File: src/rtl/alu_pkg.sv
// Shared types and defaults for the sequential divider.
package alu_pkg;

  localparam int unsigned DIV_WIDTH = 32;

  typedef enum logic [1:0] {
    IDLE = 2'd0,
    RUN  = 2'd1,
    FIN  = 2'd2
  } div_state_t;

endpackage

File: src/rtl/div_step.sv
// One restoring-division iteration: shift in the next dividend bit, trial-subtract the divisor.
module div_step
  import alu_pkg::*;
#(
  parameter int unsigned WIDTH = DIV_WIDTH
) (
  input  logic [WIDTH:0] rem,
  input  logic [WIDTH:0] dvs,
  input  logic           nbit,
  output logic [WIDTH:0] rem_nxt,
  output logic           qbit
);

  logic [WIDTH+1:0] shifted;
  logic [WIDTH+1:0] diff;

  // One extra bit above the remainder width keeps the borrow visible.
  always_comb begin
    shifted = {rem, nbit};
    diff    = shifted - {1'b0, dvs};
    qbit    = ~diff[WIDTH+1];
    rem_nxt = qbit ? diff[WIDTH:0] : shifted[WIDTH:0];
  end

endmodule

File: src/rtl/seq_div.sv
// Sequential restoring divider, one quotient bit per clock.
// Signed operation is built only when SEQ_DIV_SIGNED_EN is defined.
module seq_div
  import alu_pkg::*;
#(
  parameter int unsigned WIDTH = DIV_WIDTH
) (
  input  logic             clk,
  input  logic             rst_n,
  input  logic             Start,
  input  logic             Signed,
  input  logic [WIDTH-1:0] A,
  input  logic [WIDTH-1:0] B,
  output logic             Busy,
  output logic             Done,
  output logic [WIDTH-1:0] Q,
  output logic [WIDTH-1:0] R,
  output logic             DivZero,
  output logic             V
);

  localparam int unsigned CW = $clog2(WIDTH);

  div_state_t       state;
  logic [CW-1:0]    cnt;
  logic [WIDTH:0]   rem;
  logic [WIDTH:0]   rem_nxt;
  logic [WIDTH-1:0] dvd;
  logic [WIDTH-1:0] dvs;
  logic             qbit;
  logic             dz;
  logic             load;
  logic [WIDTH-1:0] a_mag;
  logic [WIDTH-1:0] b_mag;
  logic [WIDTH-1:0] q_res;
  logic [WIDTH-1:0] r_res;

  assign load = Start & ((state == IDLE) | (state == FIN));

`ifdef SEQ_DIV_SIGNED_EN
  logic             a_neg;
  logic             b_neg;
  logic             ovf;
  logic             ov_r;
  logic             neg_q;
  logic             neg_r;
  logic [WIDTH-1:0] a_raw;

  // Operands are divided as magnitudes; signs are reapplied after the last step.
  always_comb begin
    a_neg = Signed & A[WIDTH-1];
    b_neg = Signed & B[WIDTH-1];
    a_mag = a_neg ? -A : A;
    b_mag = b_neg ? -B : B;
    ovf   = Signed & (A == {1'b1, {(WIDTH-1){1'b0}}}) & (B == '1);
  end

  always_comb begin
    q_res = neg_q ? -dvd : dvd;
    r_res = neg_r ? -rem[WIDTH-1:0] : rem[WIDTH-1:0];
    if (dz) begin
      q_res = '1;
      r_res = a_raw;
    end
  end
`else
  logic unused_signed;

  assign unused_signed = Signed;
  assign a_mag         = A;
  assign b_mag         = B;
  assign q_res         = dvd;
  assign r_res         = rem[WIDTH-1:0];
`endif

  div_step #(.WIDTH(WIDTH)) u_step (
    .rem     (rem),
    .dvs     ({1'b0, dvs}),
    .nbit    (dvd[WIDTH-1]),
    .rem_nxt (rem_nxt),
    .qbit    (qbit)
  );

  // Control FSM and datapath; quotient bits shift into the dividend register.
  always_ff @(posedge clk) begin
    if (!rst_n) begin
      state   <= IDLE;
      cnt     <= '0;
      rem     <= '0;
      dvd     <= '0;
      dvs     <= '0;
      dz      <= 1'b0;
      Busy    <= 1'b0;
      Done    <= 1'b0;
      Q       <= '0;
      R       <= '0;
      DivZero <= 1'b0;
      V       <= 1'b0;
`ifdef SEQ_DIV_SIGNED_EN
      ov_r    <= 1'b0;
      neg_q   <= 1'b0;
      neg_r   <= 1'b0;
      a_raw   <= '0;
`endif
    end else begin
      Done <= 1'b0;
      unique case (state)
        IDLE: ;
        RUN: begin
          rem <= rem_nxt;
          dvd <= {dvd[WIDTH-2:0], qbit};
          cnt <= cnt + CW'(1);
          if (cnt == CW'(WIDTH-1)) state <= FIN;
        end
        FIN: begin
          Q       <= q_res;
          R       <= r_res;
          DivZero <= dz;
`ifdef SEQ_DIV_SIGNED_EN
          V       <= ov_r;
`else
          V       <= 1'b0;
`endif
          Done    <= 1'b1;
          Busy    <= 1'b0;
          state   <= IDLE;
        end
        default: state <= IDLE;
      endcase

      // A Start taken in FIN overrides the return to IDLE on the same edge.
      if (load) begin
        state <= RUN;
        Busy  <= 1'b1;
        cnt   <= '0;
        rem   <= '0;
        dvd   <= a_mag;
        dvs   <= b_mag;
        dz    <= (B == '0);
`ifdef SEQ_DIV_SIGNED_EN
        ov_r  <= ovf;
        neg_q <= a_neg ^ b_neg;
        neg_r <= a_neg;
        a_raw <= A;
`endif
      end
    end
  end

endmodule

File: config.mk
export PLATFORM = sky130hd
export DESIGN_NAME = seq_div
export DESIGN_NICKNAME = d
export VERILOG_FILES = /design/src/rtl/alu_pkg.sv /design/src/rtl/div_step.sv /design/src/rtl/seq_div.sv
export SDC_FILE = /design/constraint.sdc
export NUM_CORES = 1
export LEC_CHECK = 0
export ABC_AREA = 1
export CAP_MARGIN = 5
export CORE_ASPECT_RATIO = 1.4
export CORE_MARGIN = 2
export CORE_UTILIZATION = 55
export DETAILED_ROUTE_END_ITERATION = 8
export PLACE_DENSITY = 0.81
export SYNTH_ARGS = -nofsm -noshare
export SYNTH_HDL_FRONTEND = slang
export SYNTH_SLANG_ARGS = --single-unit
File: constraint.sdc
create_clock -name clk -period 2.51 [get_ports clk]
set_clock_uncertainty 0.05 [all_clocks]
set_input_delay 0.502 -clock clk [delete_from_list [all_inputs] [get_ports clk]]
set_output_delay 0.502 -clock clk [all_outputs]
set_load 0.02 [all_outputs]
# == Word-level counts from Yosys, hierarchy flattened ==
# Cells that the tools add are included.
# word_totals
register_bits,172
inputBits,68
output_inout_bits,68
# op_classes
n_addsub,2
n_eq_ne,6
mux,9
bitwise_logic,5
reduce_logical,7
# ops
operator,n
$mux 32,2
$sub 34x32->34,1
$mux 33,1
$logic_not 32->1,1
$add 5x1->5 const B,1
$eq 5x5->1 const B,1
$mux 1,4
$ne 2x2->1 const B,2
$pmux 2 s2,1
$reduce_and 2->1,2
$reduce_bool 2->1,2
$ne 3x3->1 const B,1
$not 1->1,3
$eq 2x1->1 const B,1
$eq 2x2->1 const B,1
$logic_not 2->1,1
$mux 2,1
$reduce_or 2->1,1
$and 1x1->1,1
$or 1x1->1,1

# == Logic depth before layout (Yosys ltp) ==
# depth
word_depth,5
depth_mapped,18

# == Hierarchy ==
# Synthesis repeated with hierarchy kept, for this count alone.
# hier_totals
hier_cells,1539
hier_area_um2,9819.4
# by_module_without_submodules
mod,instances,cells_per_inst,area_per_inst_um2,seq_area_each_um2
seq_div,1,818,6336.1,3443.3
div_step,1,721,3483.3,0.0

# == Worst setup path before layout ==
# OpenSTA, ideal clock, no wires.
# synth_path
kind,reg2reg
start,register dvd[31]
end,register rem[30]
arrival_ns,1.886
path_slack_ns,0.442
path_stages_with_launch,14
path_buffers,0
cell_sequence,dfxtp_1 -> inv_1 -> ha_1 -> fa_1 -> nor3_1 -> nor2_1 -> o21ai_0 -> nand2_1 -> nand3_1 -> nand2_1 -> inv_1 -> nand2_1 -> nand2_1 -> a21oi_1
# synth_via
elab_chain_cells,2
# synth_rtl
item,line,rtl
"start, declared",seq_div.sv:28,logic [WIDTH-1:0] dvd;
"start signal, assigned",seq_div.sv:111,"dvd <= {dvd[WIDTH-2:0], qbit};"
"start signal, assigned",seq_div.sv:137,dvd <= a_mag;
$sub 34x32->34,div_step.sv:20,"diff = shifted - {1'b0, dvs};"
$mux 33,div_step.sv:22,rem_nxt = qbit ? diff[WIDTH:0] : shifted[WIDTH:0];
"end signal, assigned",seq_div.sv:110,rem <= rem_nxt;
"end, declared",seq_div.sv:26,logic [WIDTH:0] rem;
# No other way between the ends.
# A chain may end at the register's enable or synchronous reset.

# == Worst setup path after layout ==
# layout_path
start,register dvs[26]
end,register rem[27]
# layout_via
elab_chain_cells,2
# layout_rtl
item,line,rtl
"start, declared",seq_div.sv:29,logic [WIDTH-1:0] dvs;
"start signal, assigned",seq_div.sv:138,dvs <= b_mag;
$sub 34x32->34,div_step.sv:20,
$mux 33,div_step.sv:22,
# No other way between the ends.

==> impl_results.md <==
- Status: finished, final reports clean
- CTS hold repair buffers: 0
- Most area-hungry cell type in the Yosys netlist: dfxtp_1
- Flop-to-flop setup slack: about 140 ps
- Reg2Reg Depth: 13
- Largest family of logic cells by synthesized area: simple AND/OR/NAND/NOR gates
- Compound-gate portion of the synthesized area: 0.1582
- Die width: ~110 um
- Ant diodes: 0
- Final ANT Viol Nets: 0
- Adder-Cell Fraction of Synth Area: 0.04821
- Most common library cells after synthesis: nand2_1, inv_1, dfxtp_1, a21oi_1, nor2_1
- Critical path, cell by cell: inv_1, ha_1, a21oi_2, nor2_1, o21ai_1, nand2_1, a21oi_2, nand2_2, nand2_2, buf_4, nand3_2, nand3_1, a21oi_1
- CP Capture Type: flop
- Avg Cell Area, Syn: roughly 6.6 um^2
- Instance count on the critical path: 13
- Grt met1 use: 0.3272
- Die ar.: roughly 18000 um^2
- XOR/XNOR share of the synthesized area: 0.01706
- Grt met2 use: 0.5309
- Multiplexer area fraction after synthesis: 0
- Max IR drop VDD: around 410 uV
- Port buffer count: approximately 130
- Clk_lat worst skew: roughly 440 ps
- Hold WC Path Type: reg2reg
- Synth async-reset ratio: 0
- WL/cell: approximately 15 um
- Unique masters post-synth: 38
- Simple-gate share of the synthesized area: 0.2869
- Delay of the slowest critical-path stage: around 370 ps
- Placed cell areas: roughly 11000 um^2
- Fin cells: 1740
- Final Max Tran Viols: 0
- Crit Path Class: reg2reg
- CP arrival: 2630 ps
- FF+latch count, synth: ~170
- First-pass GRT wire length: around 42 mm
- Slowest CP cell: ha_1
- Prevailing post-synth register cell: dfxtp_1
- Gr busiest metal: met2
- Area contributors post-synth: dfxtp_1, nand2_1, inv_1, a21oi_1, o21ai_0
- R2r endpoint: rem[27]$_SDFFE_PP0P_
- Setup Viol. Count Final: 0
- Routed wire length: ~26 mm
- CP startpoint kind: flop
- Layout Utilization: 0.6951
- Register area: between 3000 and 4000 um^2
- Chip Height: ~160 um
- Sequential fraction of the synthesis area: 0.3726
- Worst-path clk slew: approximately 80 ps
- Rows: 56
- Vias/cell: roughly 5.3
- Syn Nets: between 1500 and 2000
- Worst Max-Slew Pin Slew: 649.2 ps
- DRC: 0
- Io pins: ~140
- Max Fclk: 0.4218 GHz
- Total number of yosys warnings: 0
- CTS root buf: clkbuf_16
- Final min period: around 2400 ps
- Crit path buffers/inverters: 2
- Fraction of the cycle the final worst path needs: 0.9445
- Filler Cells Inserted: between 1000 and 1500
- Overflow after GRT: 0
- Setup_tns: 0 ps
- Placer congestion estimate: about 1
- Share of cells above drive strength 1: 0.07482
- Max Buffers Root-to-Sink: 2
- Worst R2R Start: dvs[26]$_SDFFE_PN0P_
- Fin nets: between 1500 and 2000
- Initial antenna violation count: 0
- Core area: around 17000 um^2
- Clk sinks: ~170
- Mapped Area: just over 9000 um^2
- Worst Setup SP: dvs[26]$_SDFFE_PN0P_
- Total iterations of the first detailed-routing run: 5
- Syn Inst Count: about 1400
- Critical Path End: rem[27]$_SDFFE_PP0P_
- Count leader, synth: nand2_1
- Number of global-route vias before repair: 8946
- Design Area, Final: 11540 um^2
- Initial core utilization: 0.5564
- All-Layer GR Usage: 0.2895
- Max cap viols: 0
- Pwr dens: 575.4 nW/um^2
- Dpl ws: 90.55 ps
- Placed cells: about 1700
- P&R area growth vs syn: 24.92%
- Largest net degree at the start of global routing: a little over 70
- Slew HR: 0.5672
- Share of the synthesized area in the top cell type: 0.3726
- Pwr Total: ~6.6 mW
- Total number of vias: about 9200
- Hold_ws: just over 400 ps
- Num CTS Buffers: 17
- LEAKAGE: 5.392 nW
- CP top delay family: compound AO/OA/AOI/OAI gates
- Final worst slack: approximately 140 ps
- Fin. Hold Viols: 0
- M3 GR Usage: 0.05583
- CTS tree: yes
- Area of the multi-input gates: about 4800 um^2
- Worst Path Required: approximately 2800 ps
- Number of flops mapped to enable cells by yosys: 0
- H-tree levels: 4
- HPWL Detailed: 19.04 mm
- 1st-iter DRT viols: roughly 480
- CP Max Fanout: 10
-- cell type report --
class | instances | area share
Clock buffer | 17 | 0.03686
Clock inverter | 15 | 0.01767
Inverter | 209 | 0.06797
Multi-Input combinational cell | 958 | 0.4195
Sequential cell | 172 | 0.2983
Tap cell | 203 | 0.02201
Timing Repair Buffer | 166 | 0.1377
-- timing repair --
item                                    4_1_cts  5_1_grt
gates resized for setup                       0       23
buffers inserted                              0        0
endpoints found under the hold margin         0        0
endpoints found under the setup margin        0       31
-- state kept, by name, summed over array words and instances, names as in the netlist --
name     count
dvd         32
Done         1
dvs         32
cnt          5
DivZero      1
state        2
Q           32
R           32
dz           1
Busy         1
rem         33
-- metal layers --
| metal | wire, um | vias up | share of wire |
|---|---|---|---|
| met5 | 0 | - | 0 |
| met1 | 10500 | 4232 | 0.41 |
| met4 | 819 | 0 | 0.032 |
| met2 | 13380 | 210 | 0.52 |
| li1 | - | 4712 | - |
| met3 | 1106 | 63 | 0.043 |
-- placed cells by master (no fill, tap or decap), drive strengths merged, types with 7 or more instances in the layout --
cell	instances
clkbuf	17
clkinv	11
nand2	381
a221oi	8
a21oi	130
xor2	12
nor2	123
o21ai	106
inv	211
clkdlybuf4s50	132
a31oi	24
nor4	7
ha	34
nor3	9
buf	34
nand3	96
dfxtp	172
-- tightest hold or removal path: stages, from the launching register on --
cell     delay, ps
dfxtp_1        300
inv_1           60
a21oi_1         60
-- how the worst min path moves through the flow --
stage | startpoint | end | slack, ps | depth (start not counted)
global placement | dz$_SDFFE_PN0P_ | DivZero$_SDFFE_PN0P_ | 390 | 2
detailed placement | dz$_SDFFE_PN0P_ | DivZero$_SDFFE_PN0P_ | 400 | 2
global route | dz$_SDFFE_PN0P_ | DivZero$_SDFFE_PN0P_ | 430 | 2
finish | dz$_SDFFE_PN0P_ | DivZero$_SDFFE_PN0P_ | 400 | 2
CTS | rst_n | dvd[31]$_SDFFE_PN0P_ | 410 | 3
floorplan | dz$_SDFFE_PN0P_ | DivZero$_SDFFE_PN0P_ | 370 | 2
-- power by group --
part / switching (mW) / internal (mW) / total [mW]
clock: 1.30 / 1.44 / 2.75
sequential: 0.0429 / 2.81 / 2.86
combinational: 0.657 / 0.381 / 1.04
-- cell families (layout without fill, tap and decap cells) --
| logic type | Yosys count | count (layout) |
|---|---|---|
| fa+ha+maj | 35 | 35 |
| simple gates | 629 | 629 |
| compound gates | 275 | 275 |
| xor+xnor | 18 | 18 |
| flops | 172 | 172 |
| other cells | 1 | 1 |
| buf+inv | 273 | 407 |
Power figures use the tool's default switching activity.
==> RTL change: new RTL, config.mk and constraints unchanged <==
Add a define of `SEQ_DIV_SIGNED_EN`.
--- a/src/rtl/seq_div.sv
+++ b/src/rtl/seq_div.sv
@@ -1,5 +1,7 @@
 // Sequential restoring divider, one quotient bit per clock.
 // Signed operation is built only when SEQ_DIV_SIGNED_EN is defined.
+`define SEQ_DIV_SIGNED_EN
+
 module seq_div
   import alu_pkg::*;
 #(
Behaviour: same outputs for any inputs over 10 cycles, from zero or initial values and one cycle with rst_n low; that may be too few to reach the edited logic, so the function may still have changed.
==> RTL change against the original RTL <==
- setup slack lost 0.042 ns
- via count grew 76%
- first-iteration DRC count grew to 2.8 times the old value
- area after synthesis grew 52%
- critical path depth is the same
- sequential cell count grew 36
- final area grew 51%
- sequential share of layout area shrank 5.9 points
- power grew 91%
- routed wire length grew 100%
- cell count grew 62%
==> RTL change: results (changes against the original RTL) <==
vdd.ir_drop.worst_mv: 0.543  # +33%
largest_reg_flops: 33  # unchanged
r2r_setup_slack_ns: 0.1  # -0.04 ns
pre_cts_slack_ns: -0.295  # -0.386 ns
antenna_left: 0  # unchanged
crit_arrival_ns: 2.77  # +0.14 ns
dpl.cell_count: 2774  # +62%
r2r-end: "rem[22]"
ys_seq_area_frac: 0.297  # -0.0757
synth_cell_type_count: 51  # +34%
worst_pin_slew_ns: 0.820  # +0.170 ns
synthTopCellsByCount: "nand2_1 (536), inv_1 (360), nor2_1 (227), dfxtp_1 (208), nand3_1 (185)"
insertion_delay_ns: 0.54  # +0.10 ns
layout.nets: 2588  # +59%
hpwl_mm: 40.8  # +110%
grt_max_degree: 75  # +4.2%
min-delay-start: "rst_n"
routed-via-count: 16200  # +76%
regMostFlops: "rem"
ff2ff_path_depth: 13  # unchanged
root_buffer: "clkbuf_16"
antenna_found_initial: 0  # unchanged
ys_top_cells_by_area: "dfxtp_1 (30%), nand2_1 (14%), inv_1 (9.6%)"
yosysWarnings: 0  # unchanged
drt-total-wl_mm: 51.9  # +100%
drive_gt1_frac: 0.108  # +0.0330
n_antenna_cell: 0  # unchanged
drt_iter0_drc: 1343  # +180%
numPortBuffers: 135  # +1.5%
path_max_fanout: 30  # +20
h-tree-depth: 1  # -3
synthCells: 2275  # +62%
place.gp.congestion: 1.03  # +3.1%
finalCritPeriodShare: 0.961  # +0.0168
regToRegStartpoint: "dvs[26]"
synthFlopType: "dfxtp_1"
grt_pass1_vias: 15200  # +70%
grt_pass1_wl_mm: 78.4  # +88%
syn_nets: 2383  # +58%
min_path_type: "input pin to flop"
status: "complete, no violations"
async_reset_ff_frac: 0  # unchanged
cts_inserted_buffers: 23  # +6
cts_buffer_depth: 3  # +1
dr.pass1.iters: 7  # +2
routed_via_density: 5.76  # +8.7%
start_kind: "flop"
grt_use_total: 0.369  # +0.0792
end_kind: "flop"
p_leak_nw: 8.11  # +50%
clk_pin_slew_ns: 0.06  # -0.02 ns
## RTL change: cell types whose count changed after synthesis, sizes merged, moves of 11 or more
cell	unedited run	this run
a31oi	24	39
buf	15	31
dfxtp	172	208
inv	207	374
nand2	381	547
nand3	96	189
nand4	6	27
nor2	123	233
nor3	9	51
o211ai	0	11
o21ai	106	163
o221ai	0	19
o22ai	0	32
xor2	12	35
## RTL change: metrics by stage
| stage | instance area (um^2) | TNS [ns] |
|---|---|---|
| floorplan | 14000 | 0 |
| global placement | 16500 | -1.43 |
| detailed placement | 16500 | -2.43 |
| CTS | 17200 | 0 |
| global route | 17400 | -0.0976 |
| finish | 17400 | 0 |
## RTL change: where the power goes
| group | switching (mW) | internal [mW] |
|---|---|---|
| logic | 3.64 | 1.97 |
| registers | 0.205 | 3.50 |
| clock network | 1.41 | 1.93 |
## RTL change: kinds of logic after synthesis
kind of cell	synth area share
DFF	0.297
buffers and inverters	0.129
adders and majority gates	0.0362
and+or+nand+nor	0.331
AOI/OAI and AO/OA	0.180
xor gates and xnor gates	0.0269
## RTL change: final cells by class
class,instances,area [um^2]
Clock buffer,34,667
Clock inverter,5,57.6
Fill cell,2271,7760
Inverter,376,1410
Multi-Input combinational cell,1601,8290
Sequential cell,208,4170
Tap cell,319,399
Timing Repair Buffer,270,2450
## RTL change: worst min-delay path by stage
stage,depth (start not counted),slack (ns),to
floorplan,2,0.37,a_raw[25]
global placement,2,0.39,a_raw[27]
detailed placement,2,0.40,a_raw[26]
CTS,3,0.40,R[20]
global route,2,0.44,a_raw[20]
finish,3,0.39,R[20]
## RTL change: repair_timing
action	CTS	global route
setup endpoints to repair	3	38
hold buffers	0	0
gates cloned	0	0
resized for setup	3	44
buffers inserted	0	0
pin swaps	0	3
## RTL change: critical path: stages, from the launching register on
cell	delay, ns
dfxtp_1	0.32
inv_1	0.20
ha_4	0.26
a21oi_2	0.23
nor2_1	0.08
o21ai_1	0.12
nand2_1	0.11
a21oi_4	0.19
nand2_2	0.11
nand2_4	0.11
buf_12	0.19
nand3_1	0.12
nand3_1	0.11
a21oi_2	0.06
## RTL change: metal layers
layer  global-route usage  share of wire
met1                0.379           0.35
met2                0.674           0.49
met3               0.0347          0.061
met4                0.317          0.097
met5                    0              0
